[src/rtl/turfio_phase_tracker.sv]
// Recovers the position within the sysclk phase cycle from the sysclk_phase pulse,
// with lock qualification, mismatch counting and a sync-loss watchdog.
module turfio_phase_tracker #(
    parameter int NPHASE      = 8,
    parameter int CLK_MULT    = 1,
    parameter int RESET_PHASE = 2,
    parameter int LOCK_COUNT  = 4,
    parameter int ERR_WIDTH   = 8,
    localparam int P  = NPHASE * CLK_MULT,
    localparam int CW = (P > 1) ? $clog2(P) : 1
) (
    input  logic                 clk_i,
    input  logic                 rst_n_i,
    input  logic                 sync_i,
    input  logic                 en_i,
    input  logic                 force_realign_i,
    input  logic                 err_clr_i,
    output logic                 phase_o,
    output logic [CW-1:0]        phase_count_o,
    output logic                 locked_o,
    output logic                 err_o,
    output logic [ERR_WIDTH-1:0] err_count_o,
    output logic                 sync_missing_o
);

    localparam int WDW = $clog2(2 * P + 1);
    localparam int MCW = $clog2(LOCK_COUNT + 2);

    localparam logic [CW-1:0]  CNT_MAX = CW'(P - 1);
    localparam logic [CW-1:0]  RST_PH  = CW'(RESET_PHASE);
    localparam logic [WDW-1:0] WD_MAX  = WDW'(2 * P);
    localparam logic [WDW-1:0] WD_LAST = WDW'(2 * P - 1);
    localparam logic [MCW-1:0] LC      = MCW'(LOCK_COUNT);
    localparam logic [MCW-1:0] MC_ONE  = MCW'(1);

    typedef enum logic [1:0] {UNLOCKED, ACQUIRE, LOCKED} state_t;

    state_t          state, state_n;
    logic            sync_q, sync_q_d;
    logic            sync_rise, disable_trk, qual, match, expire, err_ev;
    logic [CW-1:0]   cnt, cnt_nat, cnt_n;
    logic [MCW-1:0]  match_cnt, match_cnt_n, mc_inc;
    logic [WDW-1:0]  wd;

    assign phase_count_o = cnt;

    assign sync_rise   = sync_q & ~sync_q_d;
    assign disable_trk = ~en_i | force_realign_i;
    assign qual        = sync_rise & ~disable_trk;
    assign cnt_nat     = (cnt == CNT_MAX) ? '0 : cnt + 1'b1;
    assign match       = (cnt_nat == RST_PH);
    // A qualified rise always reloads; on a match the reload equals cnt_nat anyway.
    assign cnt_n       = qual ? RST_PH : cnt_nat;
    assign expire      = en_i & ~sync_rise & (wd == WD_LAST);
    assign mc_inc      = match_cnt + 1'b1;

    always_comb begin
        state_n     = state;
        match_cnt_n = match_cnt;
        err_ev      = 1'b0;
        if (disable_trk) begin
            state_n     = UNLOCKED;
            match_cnt_n = '0;
        end else if (qual) begin
            case (state)
                UNLOCKED: begin
                    match_cnt_n = MC_ONE;
                    state_n     = (LOCK_COUNT == 1) ? LOCKED : ACQUIRE;
                end
                ACQUIRE: begin
                    if (match) begin
                        if (mc_inc >= LC) begin
                            state_n     = LOCKED;
                            match_cnt_n = LC;
                        end else begin
                            match_cnt_n = mc_inc;
                        end
                    end else begin
                        match_cnt_n = MC_ONE;
                        err_ev      = 1'b1;
                    end
                end
                LOCKED: begin
                    if (!match) begin
                        state_n     = ACQUIRE;
                        match_cnt_n = MC_ONE;
                        err_ev      = 1'b1;
                    end
                end
                default: begin
                    state_n     = UNLOCKED;
                    match_cnt_n = '0;
                end
            endcase
        end else if (expire) begin
            state_n     = UNLOCKED;
            match_cnt_n = '0;
        end
    end

    always_ff @(posedge clk_i or negedge rst_n_i) begin
        if (!rst_n_i) begin
            sync_q         <= 1'b0;
            sync_q_d       <= 1'b0;
            cnt            <= '0;
            phase_o        <= 1'b1;
            state          <= UNLOCKED;
            match_cnt      <= '0;
            locked_o       <= 1'b0;
            err_o          <= 1'b0;
            err_count_o    <= '0;
            sync_missing_o <= 1'b0;
            wd             <= '0;
        end else begin
            sync_q    <= sync_i;
            sync_q_d  <= sync_q;
            cnt       <= cnt_n;
            phase_o   <= (cnt_n == '0);
            state     <= state_n;
            match_cnt <= match_cnt_n;
            locked_o  <= (state_n == LOCKED);
            err_o     <= err_ev;

            // A clear coinciding with a new mismatch keeps that mismatch.
            if (err_clr_i)
                err_count_o <= ERR_WIDTH'(err_ev);
            else if (err_ev && err_count_o != '1)
                err_count_o <= err_count_o + 1'b1;

            // wd holds cycles elapsed since the last rise; saturates once expired.
            if (sync_rise)
                wd <= WDW'(1);
            else if (en_i && wd != WD_MAX)
                wd <= wd + 1'b1;

            if (sync_rise)
                sync_missing_o <= 1'b0;
            else if (expire)
                sync_missing_o <= 1'b1;
        end
    end

endmodule

[config.mk]
export PLATFORM = sky130hd
export DESIGN_NAME = turfio_phase_tracker
export DESIGN_NICKNAME = d
export VERILOG_FILES = /design/src/rtl/turfio_phase_tracker.sv
export SDC_FILE = /design/constraint.sdc
export NUM_CORES = 1
export LEC_CHECK = 0
export BUFFER_PORTS_ARGS = -buffer_cell sky130_fd_sc_hd__buf_2
export CORE_MARGIN = 2
export CORE_UTILIZATION = 46
export CTS_CLUSTER_DIAMETER = 150
export DETAILED_ROUTE_END_ITERATION = 16
export PLACE_DENSITY = 0.67
export SKIP_CTS_REPAIR_TIMING = 1
export SLEW_MARGIN = 20
export SYNTH_ARGS = -nofsm -noshare
export SYNTH_HDL_FRONTEND = slang
export SYNTH_SLANG_ARGS = --single-unit
[constraint.sdc]
create_clock -name clk_i -period 5.61 [get_ports clk_i]
set_input_delay 1.122 -clock clk_i [delete_from_list [all_inputs] [get_ports clk_i]]
set_output_delay 1.122 -clock clk_i [all_outputs]
set_load 0.01 [all_outputs]
==> key figures, run 1 <==
Route
  – Vias per cell: 5.74
  – Routed Antenna Nets: 0
  – Routed via count: roughly 1100
  – Final WL: between 2000 and 3000 µm
  – Drt first pass iters: 5
  – Initial DRC Count: 49
  – WL/cell: around 14 µm
  – Drt drc: 0

Run status
  – Status: finished, final reports clean

Final layout
  – Area growth syn-to-layout: 11.0%
  – Antenna cells: 0
  – Commonest cells after routing, fill and taps aside: dfrtp_1, buf_2, a21oi_1
  – Fillers: approximately 290
  – Layout Nets: 178
  – Layout cell share with drive strength beyond 1: around a fifth
  – Most common cell after layout, fill and taps aside: dfrtp_1

Clock tree
  – Clock transition at the registers of the reported paths: approximately 140 ps
  – TritonCTS Sinks: 27
  – Longest Clk Path Bufs: 2
  – CTS buffer count: 3
  – CTS tree: built
  – Clk_lat worst skew: ~320 ps
  – CTS H-tree lvls: 1
  – Root Driver: clkbuf_4

GRT
  – Number of global-route vias before repair: around 1000
  – Overflow after GRT: 0
  – Largest net degree at the start of global routing: 28
  – First-pass GRT wire length: about 4500 µm
  – Initial antenna violation count: 0
  – GRT Overall Usage: approximately 17%

Logic synthesis
  – Post-synth ARST share: between 90% and 100%
  – Net Count, Synth: 156
  – YS warnings: 0
  – Post-synth EDFFs: 0
  – Syn Inst Count: ~140
  – Synth Flop Type: dfrtp_1
  – Syn Area/Cell: between 10 and 15 µm²
  – Synthesis-stage register bit count: 27
  – Sequential area share after synthesis: 47.5%
  – Yosys cell types: 40
  – Post-Syn Area: between 1000 and 1500 µm²

STA
  – Pins Over Slew Limit: 0
  – Tcrit/Tclk final: a little under half
  – Clk_skew: just under 7 ps
  – Fmax achieved: about 380 MHz
  – Fin crit period: approximately 2600 ps
  – Unrepaired setup endpoints after global routing: false
  – Final TNS setup: 0 ps
  – Worst Max-Slew Pin Slew: about 890 ps
  – Final Hold Fails: 0
  – Worst rel slew slack: between 40 and 50%
  – Setup violators final: 0

Floorplan
  – Starting Density: 47.5%
  – DIE HEIGHT: around 60 µm
  – Die width: between 50 and 60 µm
  – Die Area: ~3600 µm²
  – Placement Rows: 20
  – # IOs: 21
  – Core area: 3000 µm²

Worst setup path
  – CP endpoint kind: flop
  – CP Data Required Time: between 5000 and 6000 ps
  – Max Fanout on Critical Path: 13
  – Worst EP arrival: a little under 3000 ps
  – Crit start category: flop
  – R2R depth: 6
  – Critical path type: flop to flop

Power and ir drop
  – PwrDens: around 280 nW/µm²
  – Worst VDD drop: roughly 88 µV
  – Leak pwr: around 0.75 nW
  – Total power: approximately 0.00045 W

Run
  – Max-Cap Viols: 0

Placed design
  – Final weighted congestion in routability-driven placement: roughly 0.77
  – IO buf count: 20
  – HPWL after DPL: roughly 2000 µm

Hold path
  – Worst Hold Depth: 0
  – Hold Path Class: flop to flop
power breakdown:
part / leakage [nW] / total [W] / switching, W / internal, W
Sequential: 0.357 / 0.000243 / 0.0000213 / 0.000221
Clock: 0.0177 / 0.0000817 / 0.0000550 / 0.0000267
Combinational: 0.371 / 0.000123 / 0.0000687 / 0.0000539
Total: 0.746 / 0.000447 / 0.000145 / 0.000302
final timing paths:
path	from	end	slack, ps
hold reg to reg	sync_q	sync_q_d	480
setup / recovery	phase_count_o[0]	err_count_o[5]	2970
max in group asynchronous	rst_n_i	phase_count_o[2]	4450
min in group asynchronous	rst_n_i	sync_missing_o	770
hold / removal	sync_q	sync_q_d	480
setup reg to reg	phase_count_o[0]	err_count_o[5]	2970
synth_stat cells (all sizes together) (2+ instances only):
cell type / number / area, µm²
dfrtp: 26 / 651
a21oi: 12 / 60.1
ha: 11 / 138
inv: 10 / 37.5
nor2: 9 / 33.8
nand2: 8 / 30.0
o21ai: 5 / 25.0
nand3: 4 / 20.0
o31ai: 4 / 30.0
nand4: 3 / 18.8
nor2b: 3 / 18.8
nor3: 3 / 15.0
or3: 3 / 18.8
or4: 3 / 22.5
buf: 2 / 8.75
mux2: 2 / 22.5
mux2i: 2 / 20.0
nand2b: 2 / 12.5
nand4bb: 2 / 22.5
nor4b: 2 / 17.5
o211ai: 2 / 15.0
or2: 2 / 12.5
xnor2: 2 / 17.5
xor2: 2 / 17.5
critical path, cell delays in order (launching register included):
cell and delay, ps:
dfrtp_1 450, ha_1 220, ha_1 320, nand4bb_1 300, o2111ai_1 500, or4_1 640, a21oi_1 160
kinds of logic after synthesis:
family,synth area share (%)
AND/OR/NAND/NOR,20.6
adder cells (fa/ha/maj),9.66
multiplexers,2.99
buffers and inverters,3.51
XOR/XNOR,2.46
flip-flops,47.5
AO/OA/AOI/OAI,13.3
layout make-up:
cell class	count	area (µm²)	area share, %
Clock buffer	3	22.5	1.42
Clock inverter	1	5.00	0.316
Inverter	10	37.5	2.37
Multi-Input combinational cell	99	698	44.1
Sequential cell	27	677	42.8
Tap cell	33	41.3	2.61
Timing Repair Buffer	20	100	6.33
registers in the layout (all words and copies together) (netlist names):
name            flops
state               2
sync_q_d            1
locked_o            1
err_count_o         8
phase_count_o       3
phase_o             1
err_o               1
sync_q              1
sync_missing_o      1
match_cnt           3
wd                  5
metrics by stage:
step	hold WS, ps	util, %	cells	instance area, µm²	setup slack, ps
final	478	52.7	193	1580	2970
after global placement	445	51.7	189	1550	2790
after global routing	508	52.7	193	1580	2780
after floorplan	400	-	139	1430	3310
after CTS	478	52.7	193	1580	3000
after detailed placement	443	51.7	189	1550	2730
layer usage:
layer / track usage [%] / wire [µm] / vias to the layer above
met3: 2.60 / 102 / 4
met2: 27.8 / 1300 / 26
met5: 0 / 0 / -
li1: - / - / 551
met4: 5.71 / 28 / 0
met1: 22.1 / 1270 / 527
(Power assumes the default switching activity.)
==> run 2: changes to the inputs <==
==> constraint.sdc (replaced) <==
create_clock -name clk_i -period 2.76 [get_ports clk_i]
set_input_delay 0.552 -clock clk_i [delete_from_list [all_inputs] [get_ports clk_i]]
set_output_delay 0.552 -clock clk_i [all_outputs]
set_load 0.01 [all_outputs]
==> run 2 against run 1 <==
Clock-buffer cell count is the same. Final cell count up 0.52%. Core utilization is 0.25 points higher. First-iteration DRC count unchanged. Global-route usage increased by 1.0 points. Critical path depth unchanged. Maximum frequency increased by 11%. Combinational power increased by 110%. Worst setup slack worse by 2600 ps. Power grew 110%. Clock skew decreased by 4.1 ps. Wire length is 1.4% higher. Highest routed layer unchanged.
==> key figures, run 2 (synthesis results as in run 1) <==
Run status
  – Status: finished, final reports clean (unchanged)

Route
  – Final WL: 2730 µm (was 2690 µm)
  – Routed via count: 1151 (was 1108)
  – Vias per cell: 5.93 (was 5.74)
  – WL/cell: 14.1 µm (was 14.0 µm)
  – Drt first pass iters: 4 (was 5)
  – Initial DRC Count: 49 (unchanged)
  – Routed Antenna Nets: 0 (unchanged)
  – Drt drc: 0 (unchanged)

Placed design
  – Cell Area, Placed: 1560 µm² (was 1550 µm²)
  – Final weighted congestion in routability-driven placement: 0.871 (was 0.766)
  – HPWL after DPL: 2070 µm (was 1990 µm)
  – IO buf count: 20 (unchanged)

Worst setup path
  – FF-to-FF End: err_count_o[7] (was err_count_o[5])
  – Crit start category: flop (unchanged)
  – Critical path type: flop to flop (unchanged)
  – Crit. Startpoint: phase_count_o[0] (unchanged)
  – CP dominant cell by count: ha_1 (unchanged)
  – Worst EP arrival: 2650 ps (was 2900 ps)
  – CP endpoint kind: flop (unchanged)
  – Worst reg2reg startpoint: phase_count_o[0] (unchanged)
  – CP Data Required Time: 3020 ps (was 5870 ps)
  – Worst Setup EP: err_count_o[7] (was err_count_o[5])
  – Crit-path cells: ha_1 > ha_1 > nand4bb_1 > o2111ai_1 > or4_1 > a21oi_1 (unchanged)
  – R2R depth: 6 (unchanged)
  – Crit path max-delay cell type: or4_1 (unchanged)
  – CP max stage delay: 580 ps (was 640 ps)
  – R2R Setup Slk: 370 ps (was 2970 ps)
  – Max Fanout on Critical Path: 7 (was 13)

Final layout
  – Layout cell share with drive strength beyond 1: 19.9% (was 19.4%)
  – Most common cell after layout, fill and taps aside: dfrtp_1 (unchanged)
  – Commonest cells after routing, fill and taps aside: dfrtp_1, buf_2, a21oi_1 (unchanged)
  – Max reg flops: 8 (unchanged)
  – Area growth syn-to-layout: 11.5% (was 11.0%)
  – Design area: 1590 µm² (was 1580 µm²)
  – Antenna cells: 0 (unchanged)
  – Largest regs: err_count_o x8, wd x5 (unchanged)
  – Largest Register: err_count_o (unchanged)
  – Layout Nets: 179 (was 178)
  – Post-layout util: 52.9% (was 52.7%)

STA
  – Final Hold Fails: 0 (unchanged)
  – Final TNS setup: 0 ps (unchanged)
  – Worst Max-Slew Pin Slew: 599 ps (was 891 ps)
  – Unrepaired setup endpoints after global routing: false (unchanged)
  – Setup violators final: 0 (unchanged)
  – Tcrit/Tclk final: 86.5% (was 47.1%)
  – Clk_skew: 2.85 ps (was 6.90 ps)
  – Pins Over Slew Limit: 0 (unchanged)
  – Fmax achieved: 419 MHz (was 378 MHz)
  – Fin crit period: 2390 ps (was 2640 ps)
  – Worst rel slew slack: 60.1% (was 40.6%)

Clock tree
  – Clock transition at the registers of the reported paths: 150 ps (was 140 ps)
  – CTS tree: built (unchanged)
  – CTS buffer count: 3 (unchanged)
  – TritonCTS Sinks: 27 (unchanged)
  – CTS H-tree lvls: 1 (unchanged)
  – Longest Clk Path Bufs: 2 (unchanged)
  – Root Driver: clkbuf_4 (unchanged)
  – Clk_lat worst skew: 320 ps (about the same)

Floorplan
  – Starting Density: 47.5% (unchanged)
  – Die width: 59.7 µm (unchanged)
  – Core area: 3000 µm² (unchanged)
  – # IOs: 21 (unchanged)
  – DIE HEIGHT: 59.7 µm (unchanged)
  – Placement Rows: 20 (unchanged)
  – Die Area: 3560 µm² (unchanged)

GRT
  – Largest net degree at the start of global routing: 28 (unchanged)
  – First-pass GRT wire length: 4810 µm (was 4460 µm)
  – GRT Overall Usage: 17.7% (was 16.7%)
  – Initial antenna violation count: 0 (unchanged)
  – Number of global-route vias before repair: 1119 (was 1049)
  – Overflow after GRT: 0 (unchanged)

Power and ir drop
  – Net Sw Frac: 33.3% (was 32.4%)
  – PwrDens: 579 nW/µm² (was 283 nW/µm²)
  – Sequential share of power: 53.5% (was 54.3%)
  – Clock power share: 18.8% (was 18.3%)
  – Net Sw Power: 0.000306 W (was 0.000145 W)
  – Leak pwr: 0.750 nW (was 0.746 nW)
  – Worst VDD drop: 206 µV (was 87.7 µV)
  – Internal power: 0.000614 W (was 0.000302 W)
  – Gate power share: 27.7% (was 27.4%)

Run
  – Max-Cap Viols: 0 (unchanged)

Hold path
  – Hold Path Class: primary input to async pin (was flop to flop)
==> run 2: cell count changes in the layout (fill, tap and decap cells not counted), sizes merged <==
cell  before  now
buf       20   21
==> run 2: critical path, delay by kind of cell, from the launching register on <==
kind | cells | cell delay (ps)
AND/OR/NAND/NOR | 2 | 870
adder cells (fa/ha/maj) | 2 | 540
AO/OA/AOI/OAI | 2 | 480
flip-flops | 1 | 460
==> run 2: area by class of cell <==
cell class              instances  area (µm²)
multi-input cells              99         698
clock buffers                   3        22.5
inverters                      10        37.5
clock inverters                 1        5.00
fillers                       290        1410
repair buffers                 21         108
well taps                      33        41.3
flip-flops and latches         27         677
==> run 2: power by group through the flow <==
| stage | registers, W | logic (W) | clock network [W] |
|---|---|---|---|
| final | 0.000492 | 0.000255 | 0.000173 |
| after detailed placement | 0.000501 | 0.000257 | 0 |
| after CTS | 0.000493 | 0.000259 | 0.000179 |
| after global placement | 0.000498 | 0.000238 | 0 |
| after global routing | 0.000503 | 0.000298 | 0.000198 |
| after floorplan | 0.000508 | 0.000162 | 0 |
==> run 2: metrics by stage <==
step	hold WS, ps	total power, W	instances	setup WS, ps
floorplan	256	0.000670	139	671
CTS	228	0.000930	194	350
global route	233	0.000999	194	98.9
detailed placement	442	0.000759	190	380
finish	210	0.000920	194	372
global placement	431	0.000735	190	469
==> run 2: how the worst min path moves through the flow <==
stage | endpoint | cells after the start | from | slack (ps)
2_1_floorplan | err_count_o[0] | 0 | rst_n_i | 260
3_3_place_gp | sync_q_d | 0 | sync_q | 430
3_5_place_dp | sync_q_d | 0 | sync_q | 440
4_1_cts | wd[4] | 1 | rst_n_i | 230
5_1_grt | wd[4] | 1 | rst_n_i | 230
6_report | wd[4] | 1 | rst_n_i | 210
==> run 2: layer usage <==
| metal | part of all wire (%) | track usage [%] |
|---|---|---|
| met5 | 0 | 0 |
| met2 | 48 | 30.0 |
| met4 | 0.62 | 6.67 |
| met3 | 4.9 | 3.03 |
| met1 | 46 | 22.5 |
